$ cat src/rtl/crossbar_nxn_rr_if.sv
// Handshake bundle for the N x N round-robin crossbar.
// The slave modport is the crossbar's view. The master modport is the producer/consumer side.
interface crossbar_nxn_rr_if #(
    parameter int N     = 4,
    parameter int WIDTH = 4,
    parameter int SEL_W = 2
);
    logic [N*WIDTH-1:0] in_data;
    logic [N*SEL_W-1:0] in_dest;
    logic [N-1:0]       in_valid;
    logic [N-1:0]       in_ready;
    logic [N*WIDTH-1:0] out_data;
    logic [N*SEL_W-1:0] out_src;
    logic [N-1:0]       out_valid;
    logic [N-1:0]       out_ready;
    logic [N-1:0]       bad_dest;

    modport master (
        output in_data, in_dest, in_valid, out_ready,
        input  in_ready, out_data, out_src, out_valid, bad_dest
    );

    modport slave (
        input  in_data, in_dest, in_valid, out_ready,
        output in_ready, out_data, out_src, out_valid, bad_dest
    );
endinterface

$ cat src/rtl/crossbar_nxn_rr.sv
// Registered N x N crossbar. Each input names its own destination.
// Each output has a one-entry slot and a round-robin arbiter.
module crossbar_nxn_rr #(
    parameter int N     = 4,
    parameter int WIDTH = 4,
    parameter int SEL_W = 2
) (
    input  logic               clk,
    input  logic               rst,
    crossbar_nxn_rr_if.slave   bus
);
    logic [N*WIDTH-1:0] out_data_r;
    logic [N*SEL_W-1:0] out_src_r;
    logic [N-1:0]       out_valid_r;
    logic [N-1:0]       bad_dest_r;
    logic [SEL_W-1:0]   ptr_r [N];

    logic [N-1:0]       dest_ok_s;
    logic [N-1:0]       free_s;
    logic [N-1:0]       gnt_any_s;
    logic [N-1:0]       in_ready_s;
    logic [SEL_W-1:0]   win_s [N];
    logic [SEL_W-1:0]   nxt_ptr_s [N];

    // Flag inputs whose destination index names a real output
    always_comb begin
        dest_ok_s = '0;
        for (int i = 0; i < N; i++) begin
            if (int'(bus.in_dest[i*SEL_W +: SEL_W]) < N) begin
                dest_ok_s[i] = 1'b1;
            end else begin
                dest_ok_s[i] = 1'b0;
            end
        end
    end

    // Per-output round-robin scan starting at the pointer; a draining slot counts as free
    always_comb begin
        logic [SEL_W-1:0] idx_s;
        idx_s      = '0;
        gnt_any_s  = '0;
        in_ready_s = '0;
        free_s     = '0;
        for (int j = 0; j < N; j++) begin
            win_s[j]     = '0;
            nxt_ptr_s[j] = ptr_r[j];
        end
        for (int j = 0; j < N; j++) begin
            free_s[j] = !out_valid_r[j] || bus.out_ready[j];
            for (int k = 0; k < N; k++) begin
                idx_s = SEL_W'((int'(ptr_r[j]) + k) % N);
                if (free_s[j] && !gnt_any_s[j] && bus.in_valid[idx_s] && dest_ok_s[idx_s]
                    && (int'(bus.in_dest[int'(idx_s)*SEL_W +: SEL_W]) == j)) begin
                    gnt_any_s[j]      = 1'b1;
                    win_s[j]          = idx_s;
                    in_ready_s[idx_s] = 1'b1;
                end else begin
                    gnt_any_s[j] = gnt_any_s[j];
                end
            end
            if (int'(win_s[j]) == N - 1) begin
                nxt_ptr_s[j] = '0;
            end else begin
                nxt_ptr_s[j] = win_s[j] + SEL_W'(1);
            end
        end
        if (rst) begin
            in_ready_s = '0;
        end else begin
            in_ready_s = in_ready_s;
        end
    end

    // Output slots, arbiter pointers and bad-destination flags
    always_ff @(posedge clk) begin
        if (rst) begin
            out_data_r  <= '0;
            out_src_r   <= '0;
            out_valid_r <= '0;
            bad_dest_r  <= '0;
            for (int j = 0; j < N; j++) begin
                ptr_r[j] <= '0;
            end
        end else begin
            for (int j = 0; j < N; j++) begin
                if (gnt_any_s[j]) begin
                    out_data_r[j*WIDTH +: WIDTH] <= bus.in_data[int'(win_s[j])*WIDTH +: WIDTH];
                    out_src_r[j*SEL_W +: SEL_W]  <= win_s[j];
                    out_valid_r[j]               <= 1'b1;
                    ptr_r[j]                     <= nxt_ptr_s[j];
                end else if (bus.out_ready[j]) begin
                    out_valid_r[j] <= 1'b0;
                end else begin
                    out_valid_r[j] <= out_valid_r[j];
                end
            end
            bad_dest_r <= bus.in_valid & ~dest_ok_s;
        end
    end

    assign bus.in_ready  = in_ready_s;
    assign bus.out_data  = out_data_r;
    assign bus.out_src   = out_src_r;
    assign bus.out_valid = out_valid_r;
    assign bus.bad_dest  = bad_dest_r;
endmodule

$ cat src/flat_wrapper.sv
// flat-port wrapper written by rule: the top's interface ports become plain ports
module crossbar_nxn_rr_flat 
#(
    parameter int N     = 4,
    parameter int WIDTH = 4,
    parameter int SEL_W = 2
)
  (clk, rst, bus_in_data, bus_in_dest, bus_in_valid, bus_out_ready, bus_in_ready, bus_out_data, bus_out_src, bus_out_valid, bus_bad_dest);
  crossbar_nxn_rr_if #(.N(N), .WIDTH(WIDTH), .SEL_W(SEL_W)) bus_i ();
  input  logic clk;
  input  logic rst;
  input wire logic [$bits(bus_i.in_data)-1:0] bus_in_data;
  input wire logic [$bits(bus_i.in_dest)-1:0] bus_in_dest;
  input wire logic [$bits(bus_i.in_valid)-1:0] bus_in_valid;
  input wire logic [$bits(bus_i.out_ready)-1:0] bus_out_ready;
  output wire logic [$bits(bus_i.in_ready)-1:0] bus_in_ready;
  output wire logic [$bits(bus_i.out_data)-1:0] bus_out_data;
  output wire logic [$bits(bus_i.out_src)-1:0] bus_out_src;
  output wire logic [$bits(bus_i.out_valid)-1:0] bus_out_valid;
  output wire logic [$bits(bus_i.bad_dest)-1:0] bus_bad_dest;
  assign bus_i.in_data = bus_in_data;
  assign bus_i.in_dest = bus_in_dest;
  assign bus_i.in_valid = bus_in_valid;
  assign bus_i.out_ready = bus_out_ready;
  assign bus_in_ready = bus_i.in_ready;
  assign bus_out_data = bus_i.out_data;
  assign bus_out_src = bus_i.out_src;
  assign bus_out_valid = bus_i.out_valid;
  assign bus_bad_dest = bus_i.bad_dest;
  crossbar_nxn_rr #(.N(N), .WIDTH(WIDTH), .SEL_W(SEL_W)) u_core (.clk(clk), .rst(rst), .bus(bus_i));
endmodule
$ cat config.mk
export PLATFORM = sky130hd
export DESIGN_NAME = crossbar_nxn_rr_flat
export DESIGN_NICKNAME = d
export VERILOG_FILES = /design/src/rtl/crossbar_nxn_rr_if.sv /design/src/rtl/crossbar_nxn_rr.sv /design/src/flat_wrapper.sv
export SDC_FILE = /design/constraint.sdc
export NUM_CORES = 1
export LEC_CHECK = 0
export BUFFER_PORTS_ARGS = -buffer_cell sky130_fd_sc_hd__buf_2
export CAP_MARGIN = 20
export CORE_MARGIN = 4
export CORE_UTILIZATION = 35
export DETAILED_ROUTE_END_ITERATION = 16
export PLACE_DENSITY = 0.59
export RECOVER_POWER = 25
export SKIP_CTS_REPAIR_TIMING = 1
export SLEW_MARGIN = 15
export SYNTH_ARGS = -nofsm -noshare
export SYNTH_HDL_FRONTEND = slang
export SYNTH_SLANG_ARGS = --single-unit
$ cat constraint.sdc
create_clock -name clk -period 3.5 [get_ports clk]
set_input_delay 0.7 -clock clk [delete_from_list [all_inputs] [get_ports clk]]
set_output_delay 0.7 -clock clk [all_outputs]
set_load 0.01 [all_outputs]
== Yosys cells after proc, flatten, opt, wreduce, memory -nomap -nowiden ==
Memory sizes are Yosys's and may differ from the RTL's.
Cells that the tools add are included.

* Eq/ne operators: 16
* Reductions and logical operators: 104
* Order comparisons: 32
* Bitwise operators: 19
* Multiplexer cells: 175
* Shifts and indexed selects: 20
* Add/sub/neg operators: 16

{| class="wikitable"
|+ Operator list
! kind !! number
|-
| indexed part select 8 x 4 -> 2 bit || 16
|-
| 2-to-1 mux 1 bit || 86
|-
| logical AND 1 bit || 76
|-
| 2-to-1 mux 4 bit || 17
|-
| binary-select mux 1 bit (select 2 bit) || 32
|-
| indexed part select 16 x 5 -> 4 bit || 4
|-
| bitwise OR 4 bit || 15
|-
| less-than comparator 2 x 3 -> 1 bit, second input constant || 16
|-
| 2-to-1 mux 2 bit || 24
|-
| demux 1 bit (select 2 bit) || 16
|-
| >= comparator 2 x 1 -> 1 bit, second input constant || 16
|-
| adder 2 x 1 -> 2 bit, second input constant || 8
|-
| adder 2 bit, second input constant || 8
|-
| == test 2 x 1 -> 1 bit, second input constant || 8
|-
| == test 2 bit, second input constant || 8
|-
| logical NOT 1 bit || 16
|-
| logical NOT 2 bit || 4
|-
| nonzero test 2 bit || 4
|-
| logical OR 1 bit || 4
|-
| bitwise OR 1 bit || 4
|}

* Input bits: 34
* Output and inout bits: 36
* Memories: 1
* Flip-flop bits (word level): 28
* Bits in writable memories: 8

{| class="wikitable"
|+ Memories
! memory !! words !! bits a word !! read ports !! clocked after memory_dff !! wr ports !! RTL line !! source
|-
| u_core.ptr_r || 4 || 2 || 4 || 0 || 4 || crossbar_nxn_rr.sv:16 || <nowiki>logic [SEL_W-1:0] ptr_r [N];</nowiki>
|}

== Depth between registers and ports, before layout ==
An unclocked memory read counts as a cell.

* Depth in word-level cells: 50
* Gate-level depth with buffers: 12
* Gate-level depth less buffers: 11

== Worst setup path before layout ==
OpenSTA, ideal clock, no wires.

* Path kind: register -> output
* From: memory u_core.ptr_r[3][0], in the netlist u_core.ptr_r[0][6]
* To: output port bus_in_ready[3]
* Data required time: 2,800 ps
* Path slack: 136 ps
* Data arrival time: 2,664 ps
* Cell stages (with the launch flop): 9
* Path buffers: 1
* Path through: edfxtp_1 > clkbuf_1 > inv_1 > ha_1 > mux4_2 > nor3_1 > a22oi_1 > and3_1 > a31oi_1

{| class="wikitable"
|+ RTL lines
! element !! RTL line !! source
|-
| start, declared || crossbar_nxn_rr.sv:16 ||
|-
| end, declared || flat_wrapper.sv:16 || <nowiki>output wire logic [$bits(bus_i.in_ready)-1:0] bus_in_ready;</nowiki>
|}

== Worst setup path after layout ==
* From: input port bus_in_dest[7]
* To: output port bus_in_ready[0]

* Longest elaborated chain between the ends: 47

{| class="wikitable"
|+ Ends and longest elaborated chain
! element !! RTL line !! source
|-
| start, declared || flat_wrapper.sv:13 || <nowiki>input wire logic [$bits(bus_i.in_dest)-1:0] bus_in_dest;</nowiki>
|-
| indexed part select 8 x 4 -> 2 bit || crossbar_nxn_rr.sv:53 || <nowiki>&& (int'(bus.in_dest[int'(idx_s)*SEL_W +: SEL_W]) == j)) begin</nowiki>
|-
| logical NOT 2 bit || crossbar_nxn_rr.sv:53 ||
|-
| logical AND 1 bit || crossbar_nxn_rr.sv:53 ||
|-
| 2-to-1 mux 1 bit || crossbar_nxn_rr.sv:52 || <nowiki>if (free_s[j] && !gnt_any_s[j] && bus.in_valid[idx_s] && dest_ok_s[idx_s]</nowiki>
|-
| logical NOT 1 bit || crossbar_nxn_rr.sv:52 ||
|-
| logical AND 1 bit (3 in series) || crossbar_nxn_rr.sv:52 ||
|-
| logical AND 1 bit || crossbar_nxn_rr.sv:53 ||
|-
| 2-to-1 mux 1 bit || crossbar_nxn_rr.sv:52 ||
|-
| (+29 left out) || n/a ||
|-
| 2-to-1 mux 4 bit || crossbar_nxn_rr.sv:52 ||
|-
| bitwise OR 4 bit (no line) || n/a ||
|-
| 2-to-1 mux 4 bit || crossbar_nxn_rr.sv:52 ||
|-
| bitwise OR 4 bit (no line) || n/a ||
|-
| 2-to-1 mux 4 bit || crossbar_nxn_rr.sv:52 ||
|-
| bitwise OR 4 bit (no line) || n/a ||
|-
| 2-to-1 mux 4 bit (*) || crossbar_nxn_rr.sv:52 ||
|-
| 2-to-1 mux 4 bit (*) || crossbar_nxn_rr.sv:67 || <nowiki>if (rst) begin</nowiki>
|}

Every way passes the cells marked *; elsewhere a longest branch is shown, timed or not.

==> results.ini <==
[outcome]
status=completed

[pwr]
power.density_nw_per_um2=376
vdd_drop_max_mv=0.275
p_leak_uw=0.00220
power_uw=1920

[die]
die_y_um=113
dieWidth_um=113
die_area_um2=12900
boundaryPins=70
rows=38
initial_utilization_pct=35.9
design.core.area_um2=10800

[timing]
worst_pin_slew_ps=858
drv_slew=0
period_needed_ps=3440
finalHoldViolCount=0
fin_crit_sh_pct=98.2
skew_ps=6.98
setup_slack_ps=64.0
finalHoldWorstSlack_ps=451
max_freq_ghz=0.291
relSlewSlack_pct=42.8
setup_violations=0

[worst_setup_path]
crit_required_ps=2800
crit_type=in -> out
endpoint_kind=primary output
critPathLaunchType=input port
cp_max_fo=7
ff2ff_path_depth=11
arrival_ps=2740
crit_start=bus_in_dest[7]
reg2reg_from=u_core.ptr_r[0][2]

[logic_synthesis]
synth_top_flop_cell=dfxtp_1
ys_async_sr_fraction_pct=0
synth_cell_types=76
yosysWarnings=0
syn_area_um2=3890
yosysSeqAreaShare_pct=20.6
synth_seq_cells=36
yosysTopAreaCell=dfxtp_1
ys_top_cells_by_area=dfxtp_1 (14%), ha_1 (9.0%), mux2i_1 (9.0%)
yosysTopAreaCellShare_pct=14.4
synth_edf_count=8
avgSynthCellArea_um2=8.55
synthCells=455

[cts]
cts_sinks=36
cts_root_buf=clkbuf_8
cts_buffer_depth=2
htreeDepth=2
cts_buffers=5
clkLatencyLatePin_ps=290
path_clk_slew_ps=80
cts_tree=built

[grt]
grt_pass1_wl_mm=20.5
grt_antenna_before_repair=0
grt_pass1_vias=4061
grt_max_degree=35
grt-ovfl-total=0
grt_usage_pct=19.5

[routing]
drc=0
initialDrtViolationCount=453
vias_per_cell=5.88
wl_per_cell_um=18.7
drtPass1Iterations=7
vias=4213
postRouteAntennaNets=0
wl_mm=13.4

[cells_and_area]
layoutNonFillerInstCount=716
mostFrequentLayoutCells=buf_4 (70), buf_2 (49), mux2i_1 (34)
n_antenna_cell=0
final_common_cell=buf_4
drive_above_1_share_pct=33.0
layout.nets=637
synthToLayoutAreaGrowth_pct=31.1

[placement]
dp_cells=695
gp_congestion=0.937
dp_hpwl_mm=10.0
pre_cts_slack_ps=-86.5
numPortBuffers=65

[hold_path]
whs_path_depth=2
hold_class=reg -> reg
worstHoldStart=u_core.bus.out_src[7]

[job]
maxCapViolCount=0

==> final cells by class <==
class | count | area [µm²]
Fill cell | 1075 | 5740
Multi-Input combinational cell | 378 | 3100
Inverter | 18 | 75.1
Timing Repair Buffer | 136 | 842
Clock inverter | 1 | 5.00
Clock buffer | 7 | 97.6
Tap cell | 140 | 175
Sequential cell | 36 | 801
==> cells in the mapped netlist (12+ instances only) <==
cell type  count
nand2_1       34
nand3b_1      12
ha_1          28
inv_1         15
clkbuf_1      13
dfxtp_1       28
a21oi_1       26
nor2_1        27
nor3_1        22
mux2i_1       35
nand2b_1      12
nand3_1       22
o221ai_1      12
==> power breakdown <==
part | leakage [µW] | switching [µW] | internal [µW] | total [µW]
Combinational | 0.00183 | 581 | 462 | 1040
Sequential | 0.000317 | 32.8 | 489 | 522
Clock | 0.0000534 | 168 | 183 | 351
==> routing by layer <==
layer	global-route usage, %	wire (µm)	up-vias
met4	6.73	342	0
met1	27.1	5970	1957
met3	2.92	988	27
met2	31.0	6060	218
li1	-	-	2011
met5	0	0	-
==> critical path, cell delays in order <==
cell and delay (ps):
buf_2 140, buf_4 140, and3b_1 200, mux4_2 510, and2_1 240, a22o_1 200
a21oi_1 130, and3_1 180, a41oi_2 120, buf_2 190
==> metrics by stage <==
step | cell area, µm² | util (%) | setup TNS, ps
floorplan | 3900 | - | 0
global placement | 4710 | 43.4 | -258
detailed placement | 4710 | 43.4 | -192
CTS | 4810 | 44.4 | -213
global route | 5100 | 47.0 | -70.5
finish | 5100 | 47.0 | 0
==> final timing paths <==
kind	to	slack, ps
setup / recovery	bus_in_ready[0]	60
hold / removal	u_core.bus.out_src[7]	450
setup reg to reg	u_core.bus.out_data[5]	570
hold reg to reg	u_core.bus.out_src[7]	450
==> kinds of logic after synthesis <==
kind of cell | Yosys count | synth area share [%]
AO/OA/AOI/OAI | 119 | 23.8
adder cells (fa/ha/maj) | 28 | 9.01
buffers and inverters | 44 | 5.56
flip-flops | 36 | 20.6
multiplexers | 43 | 13.7
other | 1 | 0.0964
AND/OR/NAND/NOR | 184 | 27.2
==> sequential cells by signal, summed over array words and instances (netlist names) <==
name / count
u_core.bus.out_data: 16
u_core.ptr_r: 8
u_core.bus.out_src: 8
u_core.bus.out_valid: 4
No activity file was read; power rests on OpenSTA's default activity.
